### config.mk
export PLATFORM = sky130hd
export DESIGN_NAME = aesl_deadlock_reporter
export DESIGN_NICKNAME = d
export VERILOG_FILES = /design/src/rtl/aesl_deadlock_reporter.sv
export SDC_FILE = /design/constraint.sdc
export NUM_CORES = 1
export LEC_CHECK = 0
export CORE_ASPECT_RATIO = 0.9
export CORE_MARGIN = 8
export CORE_UTILIZATION = 39
export CTS_CLUSTER_SIZE = 25
export DETAILED_ROUTE_END_ITERATION = 8
export GPL_ROUTABILITY_DRIVEN = 0
export MAX_ROUTING_LAYER = met4
export PLACE_DENSITY_LB_ADDON = 0.08
export SLEW_MARGIN = 5
export SYNTH_ARGS = -nofsm -noshare
export SYNTH_HDL_FRONTEND = slang
export SYNTH_SLANG_ARGS = --single-unit
### constraint.sdc
create_clock -name clock -period 2.6 [get_ports clock]
set_input_delay 0.39 -clock clock [delete_from_list [all_inputs] [get_ports clock]]
set_output_delay 0.39 -clock clock [all_outputs]
set_load 0.02 [all_outputs]
### src/rtl/aesl_deadlock_reporter.sv
// Deadlock reporter: declares a deadlock after THRESHOLD consecutive blocked cycles,
// then holds a valid/ready report. Define AESL_DEADLOCK_REARM_EN to allow repeat reports.
module aesl_deadlock_reporter #(
  parameter int unsigned THRESHOLD = 16,
  parameter int unsigned INFO_W    = 4
) (
  input  logic              clock,
  input  logic              reset,
  input  logic              enable,
  input  logic              block,
  input  logic [INFO_W-1:0] axis_block_info,
  output logic              report_valid,
  input  logic              report_ready,
  output logic [INFO_W-1:0] report_info,
  output logic [31:0]       report_cycle,
  output logic              deadlock,
  output logic              finish_req
);

  localparam logic [1:0] IDLE   = 2'd0;
  localparam logic [1:0] COUNT  = 2'd1;
  localparam logic [1:0] REPORT = 2'd2;
  localparam logic [1:0] DONE   = 2'd3;

  localparam logic [15:0] THRESH = 16'(THRESHOLD);

  logic [1:0]  state;
  logic [15:0] persist;
  logic [31:0] cycle_cnt;
  logic        blocked;
  logic        declare;

  assign blocked      = enable && block;
  assign report_valid = (state == REPORT);

  // Declaration happens on the THRESHOLD-th blocked cycle itself, so the count
  // before that edge is THRESHOLD-1 (or the block is still in IDLE when THRESHOLD is 1).
  always_comb begin
    declare = blocked &&
              (((state == IDLE) && (THRESH == 16'd1)) ||
               ((state == COUNT) && ((persist + 16'd1) == THRESH)));
  end

  // NOTE: all state uses non-blocking assignments so every register samples the
  // pre-edge values; the latched report fields are reset too so they read 0 after reset.
  always_ff @(posedge clock or negedge reset) begin
    if (!reset) begin
      state        <= IDLE;
      persist      <= '0;
      cycle_cnt    <= '0;
      report_info  <= '0;
      report_cycle <= '0;
      deadlock     <= 1'b0;
      finish_req   <= 1'b0;
    end else begin
      finish_req <= 1'b0;
      if (cycle_cnt != 32'hFFFF_FFFF) cycle_cnt <= cycle_cnt + 32'd1;

      if (declare) begin
        state        <= REPORT;
        persist      <= THRESH;
        report_info  <= axis_block_info;
        report_cycle <= cycle_cnt;
      end else begin
        case (state)
          IDLE: begin
            if (blocked) begin
              state   <= COUNT;
              persist <= 16'd1;
            end
          end
          COUNT: begin
            if (blocked) begin
              persist <= persist + 16'd1;
            end else begin
              state   <= IDLE;
              persist <= '0;
            end
          end
          REPORT: begin
            if (report_ready) begin
              state      <= DONE;
              deadlock   <= 1'b1;
              finish_req <= 1'b1;
            end
          end
          default: begin
`ifdef AESL_DEADLOCK_REARM_EN
            if (!block) begin
              state   <= IDLE;
              persist <= '0;
            end
`endif
          end
        endcase
      end
    end
  end

endmodule

* Word-level counts from Yosys, hierarchy flattened
Cells that the tools add are included.
** Operators by class
- Reduce and logical (&&, ||, !) cells :: 9
- Bitwise operators :: 1
- $add $sub $neg :: 2
- Mux-type cells :: 12
- Eq/ne operators :: 7
** Operators by type and width (count)
- 16-bit two-way mux :: 3
- 32-bit by 1-bit adder with 32-bit output, second input constant :: 1
- 32-bit != test, second input constant :: 1
- 16-bit one-hot mux with 2 select lines :: 1
- 16-bit by 1-bit adder with 16-bit output, second input constant :: 1
- 16-bit by 5-bit == test with 1-bit output, second input constant :: 1
- 2-bit two-way mux :: 4
- 3-bit != test, second input constant :: 2
- 2-bit one-hot mux with 3 select lines :: 1
- 4-bit AND reduction :: 1
- 4-bit nonzero test :: 1
- 1-bit logical AND :: 3
- 1-bit two-way mux :: 3
- 3-bit by 1-bit != test with 1-bit output, second input constant :: 1
- 3-bit AND reduction :: 1
- 3-bit nonzero test :: 1
- 2-bit by 1-bit == test with 1-bit output, second input constant :: 1
- 2-bit == test, second input constant :: 1
- 2-bit logical NOT :: 1
- 2-bit AND reduction :: 1
- 1-bit NOT :: 1
** Storage, ports and cells
- Input port bits :: 9
- Bits in registers :: 88
- Output and inout bits :: 39
- Logic and storage cells :: 38

* Logic depth before layout (Yosys ltp)
- Word-level depth :: 6
- Mapped depth :: 8
- Depth with buffers taken out :: 7

* Least setup slack after synthesis
OpenSTA, ideal clock, no wires.
- Kind :: reg2reg
- Start :: register persist[0]
- End :: register report_cycle[0]
- Path buffers :: 1
- Path slack :: 0.035 ns
- Clock period less this slack :: 2.565 ns
- Cell stages (with the launch flop) :: 9
- Required time :: 2.475 ns
- Library setup time :: 0.125 ns
- Arrival time :: 2.440 ns
- Cells stage by stage :: dfrtp_1 -> ha_1 -> nand2_1 -> nor4_1 -> mux2i_1 -> nand3_1 -> nor4_4 -> buf_6 -> mux2_4
** On the way
- Word-level cells in the longest chain between the ends :: 4
** RTL lines
- start: declaration :: line 28 : logic [15:0] persist;
- start signal: assignment :: line 74 : persist <= persist + 16'd1;
- 16-bit by 1-bit adder with 16-bit output :: line 41 : ((state == COUNT) && ((persist + 16'd1) == THRESH)));
- 16-bit by 5-bit == test with 1-bit output :: line 41
- 1-bit logical AND :: line 41
- 1-bit logical AND :: line 39 : declare = blocked &&
- end signal: assignment :: line 63 : report_cycle <= cycle_cnt;
- end: declaration :: line 15 : output logic [31:0] report_cycle,
No other way between the ends.
A chain may end at the register's enable or synchronous reset.

* Worst setup path in the final report
- Start :: register persist[0]
- End :: register report_cycle[18]
The elaborated chain is that of the path after synthesis.

==> out/summary.txt <==
Outcome: completed
Peak supply drop: 0.000342 V
CTS Buffer Depth: 2
Final setup vio count: 0
Worst Clk Skew: 0.00619 ns
Portion of the post-synthesis area used by sequential elements: 52.3%
Crit Reg-Reg Startpoint: persist[0]
Net total in the final layout: 441
Routed length per placed instance: 16.1 um
EDFF count, synth: 0
Post-Syn Instances: 358
Shortest clock period the worst path allows after layout: 2.43 ns
TritonCTS clock tree: done
Final antenna-violating net count: 0
Yosys synthesis warning count: 0
Final Hold Slack: 0.0876 ns
ANT cells: 0
Post-synthesis async set-or-reset flop share: 100%
Half-perimeter wire length after placement: 6420 um
Total wirelength of the detailed-routed design: 9160 um
Total count of max-transition violations in the final report: 0
Share of layout cells above drive strength 1: 22.1%
Maximum number of pins on one net before global-route repair: 53
Drt via density: 5.26
Die span in y: 115 um
Number of filler cells placed in the layout: 967
Boundary Pins: 48
Complex-gate fraction of the synthesized area: 7.16%
Number of iterations in the first detailed-routing pass: 4
Main combinational cell family by area after synthesis: simple AND/OR/NAND/NOR gates
Register-to-Register Path Depth: 9
Core region area: 10,700 um^2
Clock-pin slew of the registers on the worst-case setup and hold paths: 0.06 ns
Max-Slew Margin vs Limit: 40.6%
Starting Density: 39.5%
Kind of critical path: reg2reg
Global router's overall resource usage: 14.1%
Post-synthesis cell area: 4210 um^2
DR iter-0 viols: 192
Insertion delay of the later-clocked pin in the worst-skew pair: 0.34 ns
Post-synthesis simple-gate area fraction: 18.7%
First-pass GRT wire length: 15,800 um
Via count of the first global-routing pass: 3,108
Antenna violations before repair: 0
Multiplexer area fraction after synthesis: 12.7%
Number of I/O port buffers: 47
DIE WIDTH: 126 um
Number of different library cells in the post-synthesis netlist: 50
Total nets after synthesis: 369
Top_reg_cell synth: sky130_fd_sc_hd__dfrtp_1
Setup slack after layout: 0.169 ns
Adder-cell share of the synthesized area: 0.594%
Number of standard cells in the final layout excluding fillers: 568
Setup slack of the most critical reg-to-reg path: 0.17 ns
Xor/xnor share of the synthesized area: 6.45%
Rows: 36
Power density of the placed cells: 556 nW/um^2
Mean Syn Cell Area: 11.8 um^2
Static Leakage: 2.33 nW
Die area: 14,400 um^2
Max-Cap Viols: 0
Endpoint kind of the worst setup timing path: register
H-Tree Depth: 3
Cts bufs inserted: 9
Total instance count after detailed placement: 551
Clock Sink Count: 88
CTS Root Cell: sky130_fd_sc_hd__clkbuf_16
Grt ovf: 0
Remaining design rule violation count: 0
Startpoint type of the worst setup path: register
Final period util: 93.5%
RSZ-0062 raised after global routing: no
Final hold viol count: 0
Flip-flop and latch count after synthesis: 88
Required time of the worst setup path: 2.82 ns
F_max: 411 MHz
Worst min path class: in2async
Synth-to-Final Area Change: 27.2%
Actual transition at the worst max-transition pin: 0.886 ns
Endpoint of the most critical register-to-register path: report_cycle[18]
Arrival time of data at the critical path endpoint: 2.66 ns
Via Count: 2,988
Largest fanout on the critical path: 19
Post-Place Worst Slack: -0.0131 ns
[cells in the final DEF (no fill, tap or decap), drive strengths merged, types with 2 or more instances in the layout]
master	count
o31ai	8
and3	13
dfrtp	88
nor4	7
or3	4
mux2	36
a41oi	2
buf	27
xor2	9
clkbuf	9
mux2i	2
inv	4
xnor2	22
clkdlybuf4s50	46
nand4	14
or2	5
or4	2
o21a	3
bufinv	3
nor3	11
a21oi	12
nand3	26
ha	2
nand2	25
and2	5
nand3b	4
o21ai	11
a211oi	2
o211ai	2
and4	4
nor2	13
clkinv	3
[synth_stat cells (5+ instances only)]
cell type	number	share of area (%)
sky130_fd_sc_hd__and2_1	5	0.74
sky130_fd_sc_hd__nor4_1	5	0.74
sky130_fd_sc_hd__nor3_1	10	1.2
sky130_fd_sc_hd__nand3_1	26	3.1
sky130_fd_sc_hd__mux2_4	29	10
sky130_fd_sc_hd__o21ai_0	10	1.2
sky130_fd_sc_hd__mux2_2	7	1.9
sky130_fd_sc_hd__dfrtp_1	88	52
sky130_fd_sc_hd__and3_1	13	1.9
sky130_fd_sc_hd__xor2_1	9	1.9
sky130_fd_sc_hd__o31ai_1	8	1.4
sky130_fd_sc_hd__nor2_1	13	1.2
sky130_fd_sc_hd__a21oi_1	12	1.4
sky130_fd_sc_hd__nand4_1	14	2.1
sky130_fd_sc_hd__xnor2_1	22	4.6
sky130_fd_sc_hd__nand2_1	25	2.2
[metal layers]
layer / wire [um] / track usage, %
met1: 4450 / 17.4
met5: 0 / -
met2: 4310 / 22.0
met4: 102 / 4.86
met3: 289 / 3.82
[logic make-up (layout without fill, tap and decap cells)]
family                   after synthesis  in the layout
AO/OA/AOI/OAI                         46             46
XOR/XNOR                              31             31
adder cells (fa/ha/maj)                2              2
buffers and inverters                 15             92
flip-flops                            88             88
multiplexers                          38             38
AND/OR/NAND/NOR                      138            138
[layout make-up]
cell class	count	area, um^2	share of cell area (%)
Inverter	3	11.3	0.210
Clock buffer	9	225	4.21
Clock inverter	7	118	2.20
Tap cell	133	166	3.11
Timing Repair Buffer	73	701	13.1
Sequential cell	88	2200	41.2
Multi-Input combinational cell	255	1930	36.0
[worst max-delay path: stages, from the launching register on]
cell                       delay [ns]
sky130_fd_sc_hd__dfrtp_1         0.41
sky130_fd_sc_hd__ha_1            0.19
sky130_fd_sc_hd__nand2_1         0.11
sky130_fd_sc_hd__or4_1           0.41
sky130_fd_sc_hd__a21oi_1         0.19
sky130_fd_sc_hd__o211ai_2        0.17
sky130_fd_sc_hd__nor4_4          0.15
sky130_fd_sc_hd__buf_4           0.18
sky130_fd_sc_hd__buf_12          0.18
sky130_fd_sc_hd__mux2_2          0.34
[sequential cells by signal (all words and copies together) (netlist names)]
register and flops:
report_info 4, finish_req 1, deadlock 1, state 2, persist 16, report_cycle 32
cycle_cnt 32
[where the power goes]
part / internal (mW) / switching [mW]
clock network: 0.941 / 0.542
registers: 1.38 / 0.00897
logic: 0.0441 / 0.0631
[what timing repair did]
action / 4_1_cts / 5_1_grt
pin swaps: 1 / 2
resized for setup: 0 / 4
gates cloned: 0 / 0
hold buffers: 0 / 0
setup endpoints to repair: 12 / 36
buffers inserted: 0 / 1
[metrics by stage]
stage	instance area [um^2]	total power [mW]	setup TNS [ns]	util [%]
detailed placement	4990	1.52	-0.0281	46.8
global route	5360	3.09	0	50.2
global placement	4990	1.52	0	46.8
CTS	5330	3.02	0	50.0
finish	5360	2.98	0	50.2
floorplan	4210	1.45	0	-
[worst max-delay path by stage]
stage                     from  cells past startpoint          endpoint
finish              persist[0]                      9  report_cycle[18]
global route        persist[0]                      9  report_cycle[17]
CTS                 persist[0]                      8  report_cycle[17]
detailed placement  persist[5]                      7  report_cycle[17]
global placement    persist[5]                      7  report_cycle[18]
floorplan           persist[0]                      8   report_cycle[0]
Power figures use the tool's default switching activity.
